==> src/rtl/uart_tx_sched.sv <==
// UART transmit scheduler: pops bytes from the TX FIFO and hands each one to the
// serializer with a start/done handshake. It is gated by enable/CTS and guarded by a watchdog.
module uart_tx_sched #(
   parameter int W       = 8,
   parameter int CNT_W   = 16,
   parameter int TIMEOUT = 65535
) (
   input  logic             clk,
   input  logic             reset,
   input  logic             enable,
   input  logic             cts_n,
   input  logic             fifo_empty,
   output logic             fifo_rd_en,
   input  logic [W-1:0]     fifo_r_data,
   input  logic             tx_busy,
   input  logic             tx_done,
   output logic             tx_start,
   output logic [W-1:0]     tx_data,
   output logic             active,
   output logic             tx_err,
   output logic [CNT_W-1:0] byte_count,
   input  logic             clr_count
);

   localparam int WD_W = (TIMEOUT > 2) ? $clog2(TIMEOUT) : 1;
   localparam logic [WD_W-1:0] WD_LAST = WD_W'(TIMEOUT - 1);

   typedef enum logic [1:0] {
      S_IDLE  = 2'd0,
      S_READ  = 2'd1,
      S_LATCH = 2'd2,
      S_WAIT  = 2'd3
   } state_e;

   state_e           state_q, state_d;
   logic             ctsMeta_q, ctsSync_q;
   logic             txStart_q, txStart_d;
   logic [W-1:0]     txData_q, txData_d;
   logic [WD_W-1:0]  wd_q, wd_d;
   logic             txErr_q, txErr_d;
   logic             active_q;
   logic [CNT_W-1:0] count_q, count_d;
   logic             ctsOk;
   logic             go;

   // The synchronizer resets to "not clear to send", so no fetch can happen until CTS is seen low.
   always_ff @(posedge clk or negedge reset) begin
      if (!reset) begin
         ctsMeta_q <= 1'b1;
         ctsSync_q <= 1'b1;
      end else begin
         ctsMeta_q <= cts_n;
         ctsSync_q <= ctsMeta_q;
      end
   end

   assign ctsOk = ~ctsSync_q;
   assign go    = enable & ctsOk & ~fifo_empty & ~tx_busy;

   always_comb begin
      state_d   = state_q;
      txStart_d = 1'b0;
      txData_d  = txData_q;
      wd_d      = wd_q;
      txErr_d   = 1'b0;
      count_d   = count_q;
      case (state_q)
         S_IDLE: begin
            if (go) state_d = S_READ;
         end
         S_READ: begin
            state_d = S_LATCH;
         end
         S_LATCH: begin
            txData_d  = fifo_r_data;
            txStart_d = 1'b1;
            wd_d      = '0;
            state_d   = S_WAIT;
         end
         S_WAIT: begin
            // A done coinciding with the start pulse belongs to no byte of ours.
            if (tx_done && !txStart_q) begin
               if (count_q != '1) count_d = count_q + CNT_W'(1);
               state_d = go ? S_READ : S_IDLE;
            end else if (wd_q == WD_LAST) begin
               txErr_d = 1'b1;
               state_d = S_IDLE;
            end else begin
               wd_d = wd_q + WD_W'(1);
            end
         end
         default: state_d = S_IDLE;
      endcase
      if (clr_count) count_d = '0;
   end

   always_ff @(posedge clk or negedge reset) begin
      if (!reset) begin
         state_q   <= S_IDLE;
         txStart_q <= 1'b0;
         txData_q  <= '0;
         wd_q      <= '0;
         txErr_q   <= 1'b0;
         active_q  <= 1'b0;
         count_q   <= '0;
      end else begin
         state_q   <= state_d;
         txStart_q <= txStart_d;
         txData_q  <= txData_d;
         wd_q      <= wd_d;
         txErr_q   <= txErr_d;
         active_q  <= (state_d != S_IDLE);
         count_q   <= count_d;
      end
   end

   assign fifo_rd_en = (state_q == S_READ);
   assign tx_start   = txStart_q;
   assign tx_data    = txData_q;
   assign active     = active_q;
   assign tx_err     = txErr_q;
   assign byte_count = count_q;

endmodule
==> config.mk <==
export PLATFORM = sky130hd
export DESIGN_NAME = uart_tx_sched
export DESIGN_NICKNAME = d
export VERILOG_FILES = /design/src/rtl/uart_tx_sched.sv
export SDC_FILE = /design/constraint.sdc
export NUM_CORES = 1
export LEC_CHECK = 0
export ABC_AREA = 1
export ABC_CLOCK_PERIOD_IN_PS = 1530
export CAP_MARGIN = 40
export CORE_ASPECT_RATIO = 1.2
export CORE_MARGIN = 2
export CORE_UTILIZATION = 48
export CTS_BUF_LIST = sky130_fd_sc_hd__clkbuf_4 sky130_fd_sc_hd__clkbuf_8 sky130_fd_sc_hd__clkbuf_16
export DETAILED_ROUTE_END_ITERATION = 10
export PLACE_DENSITY = 0.87
export SETUP_SLACK_MARGIN = 0.4
export SYNTH_ARGS = -nofsm -noshare
export SYNTH_HDL_FRONTEND = slang
export SYNTH_SLANG_ARGS = --single-unit
==> constraint.sdc <==
create_clock -name clk -period 1.53 [get_ports clk]
set_input_delay 0.306 -clock clk [delete_from_list [all_inputs] [get_ports clk]]
set_output_delay 0.306 -clock clk [all_outputs]
set_load 0.01 [all_outputs]
==> results of run 1 <==
worst max path at each step:
stage	depth (start not counted)	endpoint	slack [ns]
floorplan	9	byte_count[10]$_DFFE_PN0P_	0.05
global placement	9	byte_count[15]$_DFFE_PN0P_	-0.05
detailed placement	9	byte_count[15]$_DFFE_PN0P_	-0.11
CTS	10	byte_count[15]$_DFFE_PN0P_	-0.02
global route	8	wd_q[14]$_DFFE_PN0P_	-0.15
finish	10	byte_count[10]$_DFFE_PN0P_	-0.09
flip-flops by register name, summed over array words and instances (netlist names):
register,cells
active,1
byte_count,16
wd_q,16
tx_err,1
tx_data,8
tx_start,1
ctsSync_q,1
ctsMeta_q,1
state_q,2
placed cells by master (no fill, tap or decap), types with 3 or more instances in the layout:
master / netlist / routed
nand2_1: 132 / 123
buf_4: 0 / 49
dfrtp_1: 45 / 37
nor2_1: 44 / 36
inv_1: 39 / 35
buf_6: 3 / 34
nand3_1: 37 / 29
o21ai_1: 3 / 20
nand4_1: 16 / 16
clkdlybuf4s50_1: 0 / 14
buf_2: 3 / 12
nor2_4: 3 / 11
nand2_2: 1 / 8
nand3_2: 1 / 8
dfrtp_2: 0 / 8
xor2_1: 7 / 7
clkbuf_8: 0 / 7
inv_2: 2 / 5
nor2_2: 3 / 3
o21bai_1: 3 / 3
buf_12: 0 / 3
cell type report:
cell class / instances / area [um^2]
Multi-Input combinational cell: 281 / 1470
Inverter: 42 / 166
Sequential cell: 47 / 1190
Timing Repair Buffer: 115 / 1060
Tap cell: 62 / 77.6
Clock buffer: 7 / 96.3
Fill cell: 322 / 1260
Timing Repair inverter: 1 / 5.00
Clock inverter: 1 / 7.51
cell usage after synthesis, drive strengths merged:
master	n	share of area
a21oi	1	0.0019
buf	6	0.018
clkinv	1	0.0014
dfrtp	45	0.42
dfstp	2	0.020
ha	3	0.014
inv	41	0.057
nand2	133	0.19
nand3	38	0.072
nand3b	2	0.0056
nand4	16	0.037
nor2	50	0.081
nor3	1	0.0019
nor3b	1	0.0028
o21ai	24	0.046
o21bai	3	0.0084
or2	1	0.0023
xnor2	1	0.0033
xor2	7	0.023
repair_timing:
action	4_1_cts	5_1_grt
pin swaps	10	7
hold endpoints to repair	13	0
setup endpoints to repair	64	72
hold buffers	1	0
buffers inserted	18	13
gates cloned	2	1
gates resized for setup	169	35
routing by layer:
layer,vias up,track usage
met2,192,0.506
met3,57,0.0423
met4,0,0.165
li1,1433,-
met5,-,0
met1,1534,0.298
critical path, delay by kind of cell (launching register included):
kind | cells | cell delay, ns
AND/OR/NAND/NOR | 6 | 0.56
flip-flops | 1 | 0.38
buffers and inverters | 2 | 0.26
adder cells (fa/ha/maj) | 1 | 0.19
AO/OA/AOI/OAI | 1 | 0.10
cells by family after synthesis:
kind of cell / Yosys count / synth area share
simple gates: 242 / 0.389
compound gates: 28 / 0.0562
flops: 47 / 0.438
fa+ha+maj: 3 / 0.0139
buf+inv: 48 / 0.0767
xor+xnor: 8 / 0.0260
report_power, final:
part	internal (mW)	total, mW	switching, mW
logic	0.880	1.96	1.08
clock network	0.412	0.854	0.442
registers	1.44	1.59	0.154
total	2.73	4.41	1.68
==> summary.md, run 1 <==
| Metric | Value |
|---|---|
| Mean Syn Cell Area | 7.16 um^2 |
| Clock sink count | 47 |
| Reg2reg end | byte_count[10]$_DFFE_PN0P_ |
| Dpl cells | 513 |
| FF-to-FF Start | byte_count[0]$_DFFE_PN0P_ |
| Initial antenna violation count | 0 |
| CTS HTree Levels | 2 |
| Final TNS setup | -0.639 ns |
| Initial Utilization | 0.505 |
| Max FO, Critical Path | 5 |
| Die area | 6230 um^2 |
| RD Place Congestion | 0.899 |
| Final Instance Area | 4080 um^2 |
| Routed len/inst | 16.6 um |
| Worst-path clk slew | 0.10 ns |
| Synth Cell Area | 2690 um^2 |
| Grt total ovfl | 0 |
| Worst R2R Path Depth | 10 |
| Post-synthesis register bit count | 47 |
| Transition time of the tightest slew-check pin | 0.450 ns |
| Ant. Diodes | 0 |
| Worst min path class | reg -> reg |
| Post-Syn Instances | 376 |
| Num CTS Buffers | 5 |
| Port bufs | 43 |
| Worst Min Path Start | ctsMeta_q$_DFF_PN1_ |
| GRT Total Usage | 0.278 |
| Post-Route WL | 9.22 mm |
| Crit path DAT | 1.81 ns |
| Detailed placement HPWL | 5.48 mm |
| Setup crit end kind | flop |
| Register area share after synthesis | 0.438 |
| Die X | 72.4 um |
| Status | finished with violations |
| YS warnings | 0 |
| Startpoint Class | flop |
| Wire length on met3 | 634 um |
| Root Buffer | clkbuf_8 |
| Syn nets | 395 |
| Vias/cell | 5.78 |
| Slowest stage delay, CP | 0.38 ns |
| Final Cycle Share | 1.06 |
| WS Path Type | reg -> reg |
| Final setup vio count | 27 |
| Crit path from | byte_count[0]$_DFFE_PN0P_ |
| Placed cell area | 3490 um^2 |
| FP Rows | 29 |
| Pre-CTS setup slack | -0.112 ns |
| Utilization after layout | 0.764 |
| Flop2flop setup slack | -0.09 ns |
| Share of layout cells above drive strength 1 | 0.334 |
| WHS | 0.359 ns |
| Unrepaired setup endpoints after global routing | yes |
| Worst vdd ir | 1.10 mV |
| Fmax achieved | 0.616 GHz |
| I/O pin cnt | 44 |
| Worst endpoint required time | 1.72 ns |
| Pwr Density | 1080 nW/um^2 |
| Maxcap violations | 0 |
| Iter 0 DRT Violations | 280 |
| Setup Skew | 0.0144 ns |
| CTS Buffer Depth | 2 |
| First-pass GRT wire length | 13.6 mm |
| Worst Hold Path EP | ctsSync_q$_DFF_PN1_ |
| Failing checks | setup timing |
| Post-synth cell types | 27 |
| Met1 wire length | 3.19 mm |
| Final worst slack | -0.0932 ns |
| Fin cells | 556 |
| Post-detailed-route count of antenna-violating nets | 0 |
| Worst rel slew slack | 0.700 |
| Final hold vios | 0 |
| Nets | 512 |
| Synthesis-to-layout area growth | 51.4% |
| Routed vias | 3216 |
| Top layer in use | met4 |
| Core Area | 5330 um^2 |
| Final min period | 1.62 ns |
| Largest net degree at the start of global routing | 23 |
| Met2 wire length | 4.86 mm |
| DIE HEIGHT | 86.0 um |
| WHS Path Cells | 0 |
| Drt first pass iters | 5 |
| Remaining DRCs | 0 |
| Max Slew Vio Count | 0 |
| CTS tree | done |
| Static Leak | 1.95 nW |
| Slowest CP cell | dfrtp_1 |
| Skew-Pair Late Insertion Delay | 0.31 ns |
| Cell mode on critical path | nor2_4 |
| Vias in the first global route | 3101 |
| Worst-path cell chain | ha_2 > nand2_2 > nor2_4 > nand2_2 > nor2_4 > nor2_4 > buf_12 > buf_4 > nand4_1 > o21ai_1 |
| Total power | 4.41 mW |
Power figures use the tool's default switching activity.
==> inputs of run 2 (changes only) <==
--- a/config.mk
+++ b/config.mk
@@ -18,3 +18,4 @@
 export SYNTH_ARGS = -nofsm -noshare
 export SYNTH_HDL_FRONTEND = slang
 export SYNTH_SLANG_ARGS = --single-unit
+export TNS_END_PERCENT = 5
==> run 2 against run 1 <==
The flow still finishes with violations (setup timing). Clock skew down 0.0026 ns. Power increased by 4.8%. Clock power rose by 12%. Core utilization is 1.8 points lower. Count of clock-buffer cells in the layout shrank 2. Sequential share of layout area up 0.52 points. Global-route usage down 0.73 points. Final cell count shrank 2.7%. Die area unchanged. Worst setup slack lost 0.11 ns. Largest power group unchanged. Highest routed layer unchanged.
==> summary.md, run 2 (same netlist as run 1, synthesis figures left out) <==
| Metric | Value |
|---|---|
| Routed len/inst | 17.5 um |
| WS Path Type | reg -> reg |
| Iter 0 DRT Violations | 332 |
| CTS Buffer Depth | 2 |
| Worst-path clk slew | 0.09 ns |
| Final Cycle Share | 1.13 |
| Initial Utilization | 0.505 |
| Detailed placement HPWL | 5.39 mm |
| Num CTS Buffers | 5 |
| Setup Skew | 0.0119 ns |
| Startpoint Class | flop |
| Final worst slack | -0.199 ns |
| Grt total ovfl | 0 |
| Worst path bufs/invs | 2 |
| Share of layout cells above drive strength 1 | 0.336 |
| Clock sink count | 47 |
| First-pass GRT wire length | 13.3 mm |
| Pwr Density | 1160 nW/um^2 |
| Skew-Pair Late Insertion Delay | 0.31 ns |
| Port bufs | 43 |
| Root Buffer | clkbuf_8 |
| Post-detailed-route count of antenna-violating nets | 0 |
| Worst-path cell chain | buf_4 > nand2_1 > nor2_2 > nand2_2 > nor2_4 > nor2_4 > buf_12 > nor2_4 > nand2_1 > o21ai_1 |
| Cell mode on critical path | nor2_4 |
| Static Leak | 1.96 nW |
| Synthesis-to-layout area growth | 47.9% |
| Worst vdd ir | 1.21 mV |
| Fin cells | 541 |
| Ant. Diodes | 0 |
| Max Slew Vio Count | 0 |
| Post-Route WL | 9.49 mm |
| Maxcap violations | 0 |
| Slowest stage delay, CP | 0.44 ns |
| Crit path DAT | 1.95 ns |
| Worst rel slew slack | 0.711 |
| Vias in the first global route | 2904 |
| RD Place Congestion | 0.955 |
| Final hold vios | 0 |
| CTS tree | done |
| Remaining DRCs | 0 |
| Crit path max-delay family | simple AND/OR/NAND/NOR gates |
| Placed cell area | 3490 um^2 |
| I/O pin cnt | 44 |
| Die X | 72.4 um |
| DIE HEIGHT | 86.0 um |
| Dpl cells | 514 |
| FP Rows | 29 |
| Pre-CTS setup slack | -0.104 ns |
| Transition time of the tightest slew-check pin | 0.433 ns |
| Core Area | 5330 um^2 |
| Initial antenna violation count | 0 |
| Final Instance Area | 3980 um^2 |
| Worst endpoint required time | 1.75 ns |
| Final min period | 1.73 ns |
| Drt first pass iters | 5 |
| GRT Total Usage | 0.271 |
| CTS HTree Levels | 2 |
| Vias/cell | 5.80 |
| Fmax achieved | 0.579 GHz |
| Slowest CP cell | dfrtp_1 |
| Setup crit end kind | flop |
| Final setup vio count | 34 |
| Failing checks | setup timing |
| Largest net degree at the start of global routing | 23 |
| Max FO, Critical Path | 8 |
| Total power | 4.62 mW |
| Unrepaired setup endpoints after global routing | yes |
| Commonest cells after routing, fill and taps aside | nand2_1, dfrtp_1, buf_4 |
| Final TNS setup | -2.36 ns |
| Die area | 6230 um^2 |
| Nets | 497 |
| Status | finished with violations |
| Routed vias | 3140 |
| Worst min path class | reg -> reg |
| Most common cell after layout, fill and taps aside | nand2_1 |
[run 2: routing by layer]
metal | up-vias | share of wire | global-route usage
li1 | 1395 | - | -
met1 | 1443 | 0.33 | 0.301
met2 | 222 | 0.51 | 0.505
met3 | 80 | 0.087 | 0.0435
met4 | 0 | 0.079 | 0.111
met5 | - | 0 | 0
[run 2: final timing paths]
check | startpoint | to | slack [ns] | cells past startpoint
setup / recovery | byte_count[15]$_DFFE_PN0P_ | byte_count[15]$_DFFE_PN0P_ | -0.20 | 10
hold / removal | ctsMeta_q$_DFF_PN1_ | ctsSync_q$_DFF_PN1_ | 0.36 | 0
setup reg to reg | byte_count[15]$_DFFE_PN0P_ | byte_count[15]$_DFFE_PN0P_ | -0.20 | 10
hold reg to reg | ctsMeta_q$_DFF_PN1_ | ctsSync_q$_DFF_PN1_ | 0.36 | 0
max in group asynchronous | reset | ctsSync_q$_DFF_PN1_ | 0.53 | 3
min in group asynchronous | reset | tx_err$_DFF_PN0_ | 0.45 | 2
[run 2: per-stage QoR]
step            util  hold WS (ns)
2_1_floorplan      -        0.0104
3_3_place_gp   0.655         0.269
3_5_place_dp   0.655         0.257
4_1_cts        0.695         0.364
5_1_grt        0.746         0.365
6_report       0.746         0.364
[run 2: final cells by class]
class | instances | area (um^2)
clock inverter | 3 | 46.3
sequential | 47 | 1180
fill | 362 | 1350
timing repair buffer | 101 | 923
tap | 62 | 77.6
inverter | 42 | 158
multi-input combinational | 281 | 1530
clock buffer | 5 | 68.8
[run 2: timing repair]
item | CTS | global route
endpoints found under the hold margin | 15 | 0
cloned | 0 | 2
pin swaps | 12 | 20
setup endpoints to repair | 65 | 72
hold buffers | 1 | 0
gates resized for setup | 111 | 91
buffers inserted | 14 | 2
[run 2: power by group]
| group | internal (mW) | leakage [nW] | total [mW] | switching (mW) |
|---|---|---|---|---|
| Combinational | 0.901 | 1.28 | 2.06 | 1.16 |
| Clock | 0.493 | 0.0548 | 0.957 | 0.464 |
| Sequential | 1.44 | 0.621 | 1.60 | 0.164 |
| Total | 2.83 | 1.96 | 4.62 | 1.79 |
==> inputs of run 3 (changes only) <==
--- a/config.mk
+++ b/config.mk
@@ -5,9 +5,8 @@
 export SDC_FILE = /design/constraint.sdc
 export NUM_CORES = 1
 export LEC_CHECK = 0
-export ABC_AREA = 1
 export ABC_CLOCK_PERIOD_IN_PS = 1530
-export CAP_MARGIN = 40
+export CAP_MARGIN = 25
 export CORE_ASPECT_RATIO = 1.2
 export CORE_MARGIN = 2
 export CORE_UTILIZATION = 48
==> run 3 against run 2 <==
Clock skew increased by 0.0025 ns. Power increased by 8.6%. Largest cell class unchanged. Largest power group unchanged. Global-route usage increased by 5.4 points. Cell area increased by 5.8%. Wire length increased by 9.1%. Critical endpoint is now state_q[0]$_DFF_PN0_. Final cell count decreased by 16%. The run still ends with setup timing left. Sequential power increased by 10%.
==> summary.md, run 3 <==
| Metric | Value |
|---|---|
| Synth cell count leaders | dfrtp_1, nand2_1, nand3_1 |
| Max FO, Critical Path | 7 |
| Synthesis-to-layout area growth | 62.5% |
| YS warnings | 0 |
| Die X | 71.1 um |
| Synth Area in Adders | 0.0145 |
| WS Path Type | reg -> reg |
| CTS Buffer Depth | 2 |
| Synth area leader | dfrtp_1 |
| Register area | 1180 um^2 |
| Mean Syn Cell Area | 9.86 um^2 |
| Final setup vio count | 44 |
| Post-synthesis register bit count | 47 |
| Placed cell area | 3710 um^2 |
| Synth Area in Simple Gates | 0.267 |
| Vias/cell | 6.78 |
| Post-synth cell types | 42 |
| Static Leak | 1.83 nW |
| Port bufs | 43 |
| Share of layout cells above drive strength 1 | 0.496 |
| Layout fillers | 274 |
| Root Buffer | clkbuf_8 |
| Most common cell after layout, fill and taps aside | buf_4 |
| Worst endpoint required time | 1.72 ns |
| Vias in the first global route | 3094 |
| Post-Route WL | 10.4 mm |
| Grt total ovfl | 0 |
| Final worst slack | -0.290 ns |
| Fmax achieved | 0.549 GHz |
| Nets | 413 |
| Unrepaired setup endpoints after global routing | yes |
| Post-detailed-route count of antenna-violating nets | 0 |
| Clock sink count | 47 |
| Status | finished with violations |
| Core Area | 5260 um^2 |
| Initial antenna violation count | 0 |
| Total power | 5.01 mW |
| Final min period | 1.82 ns |
| Mux cell area share after synthesis | 0.0647 |
| Skew-Pair Late Insertion Delay | 0.31 ns |
| Drt first pass iters | 5 |
| Worst R2R Path Depth | 7 |
| Area contributors post-synth | dfrtp_1, mux2_2, nand3_1, o311ai_0, nand2_1 |
| Worst rel slew slack | 0.681 |
| Pwr Density | 1190 nW/um^2 |
| Complex-gate fraction of the synthesized area | 0.161 |
| Post-Syn Instances | 263 |
| Worst min path class | reg -> reg |
| Register area share after synthesis | 0.455 |
| Dpl cells | 437 |
| DIE HEIGHT | 84.5 um |
| Detailed placement HPWL | 5.85 mm |
| Main flop type after synthesis | dfrtp_1 |
| First-pass GRT wire length | 15.3 mm |
| Num CTS Buffers | 5 |
| CTS HTree Levels | 2 |
| Final Cycle Share | 1.19 |
| Largest net degree at the start of global routing | 48 |
| Initial Utilization | 0.493 |
| Setup crit end kind | flop |
| Post-synth EDFFs | 0 |
| Worst vdd ir | 1.18 mV |
| Synth Area in XOR/XNOR | 0 |
| Largest family of logic cells by synthesized area | simple AND/OR/NAND/NOR gates |
| RD Place Congestion | 0.877 |
| Routed len/inst | 22.7 um |
| Multi-input gate area | 1630 um^2 |
| FP Rows | 29 |
| Share of the synthesized area in the top cell type | 0.434 |
| Failing checks | setup timing |
| Remaining DRCs | 0 |
| Max Slew Vio Count | 0 |
| Worst-path clk slew | 0.10 ns |
| Die area | 6010 um^2 |
| Routed vias | 3097 |
| Crit path DAT | 2.01 ns |
| Setup Skew | 0.0143 ns |
| Fin cells | 457 |
| Count leader, synth | dfrtp_1 |
| Final hold vios | 0 |
| I/O pin cnt | 44 |
| Iter 0 DRT Violations | 346 |
| WHS Path Cells | 0 |
| Ant. Diodes | 0 |
| Syn nets | 282 |
| Commonest cells after routing, fill and taps aside | buf_4, dfrtp_1, buf_6 |
| Final Instance Area | 4210 um^2 |
| CTS tree | done |
| FFs w/ async S/R, synth | 1.00 |
| Maxcap violations | 0 |
| Startpoint Class | flop |
| Synth Cell Area | 2590 um^2 |
| GRT Total Usage | 0.324 |
| Transition time of the tightest slew-check pin | 0.477 ns |
==> run 3: per-layer routing <==
| layer | routed length [um] | up-vias | part of all wire | track usage |
|---|---|---|---|---|
| met5 | 0 | - | 0 | 0 |
| met4 | 715 | 0 | 0.069 | 0.177 |
| met3 | 695 | 75 | 0.067 | 0.0516 |
| met2 | 5390 | 230 | 0.52 | 0.600 |
| met1 | 3550 | 1503 | 0.34 | 0.346 |
| li1 | - | 1289 | - | - |
==> run 3: cell type report <==
| cell class | instances | share of cell area |
|---|---|---|
| clock buffers | 5 | 0.0163 |
| clock inverters | 3 | 0.0110 |
| inverters | 9 | 0.00802 |
| multi-input cells | 191 | 0.387 |
| flip-flops and latches | 47 | 0.280 |
| well taps | 62 | 0.0184 |
| repair buffers | 140 | 0.279 |
==> run 3: repair_timing <==
action,4_1_cts,5_1_grt
pin swaps,11,11
setup buffers,5,6
resized for setup,157,39
setup endpoints to repair,73,73
hold buffers,1,0
endpoints found under the hold margin,45,0
==> run 3: per-stage QoR <==
step	hold slack [ns]	util	setup WS, ns	setup TNS, ns
6_report	0.365	0.801	-0.290	-8.07
5_1_grt	0.367	0.801	-0.355	-10.17
4_1_cts	0.365	0.764	-0.244	-5.99
3_5_place_dp	0.308	0.706	-0.741	-14.53
3_3_place_gp	0.306	0.706	-0.584	-12.75
2_1_floorplan	0.0104	-	-0.350	-5.10
==> run 3: kinds of logic after synthesis <==
group	after synthesis
flip-flops	47
AO/OA/AOI/OAI	55
multiplexers	15
buffers and inverters	25
AND/OR/NAND/NOR	118
adder cells (fa/ha/maj)	3
==> run 3: final timing paths <==
path,to,slack [ns],startpoint
min reg2reg,ctsSync_q$_DFF_PN1_,0.36,ctsMeta_q$_DFF_PN1_
min,ctsSync_q$_DFF_PN1_,0.36,ctsMeta_q$_DFF_PN1_
max in group asynchronous,ctsSync_q$_DFF_PN1_,0.73,reset
max,state_q[0]$_DFF_PN0_,-0.29,wd_q[0]$_DFFE_PN0P_
min in group asynchronous,byte_count[2]$_DFFE_PN0P_,0.49,reset
max reg2reg,state_q[0]$_DFF_PN0_,-0.29,wd_q[0]$_DFFE_PN0P_
==> run 3: worst max-delay path, stage by stage, from the launching register on <==
cell and delay (ns):
dfrtp_1 0.44, inv_2 0.11, ha_4 0.15, nand4_4 0.07
or4_4 0.45, buf_6 0.16, mux2i_4 0.20, o22ai_2 0.13
==> run 3: power breakdown <==
group          switching, mW  internal (mW)
registers              0.234           1.52
clock network          0.479          0.493
logic                   1.16           1.13
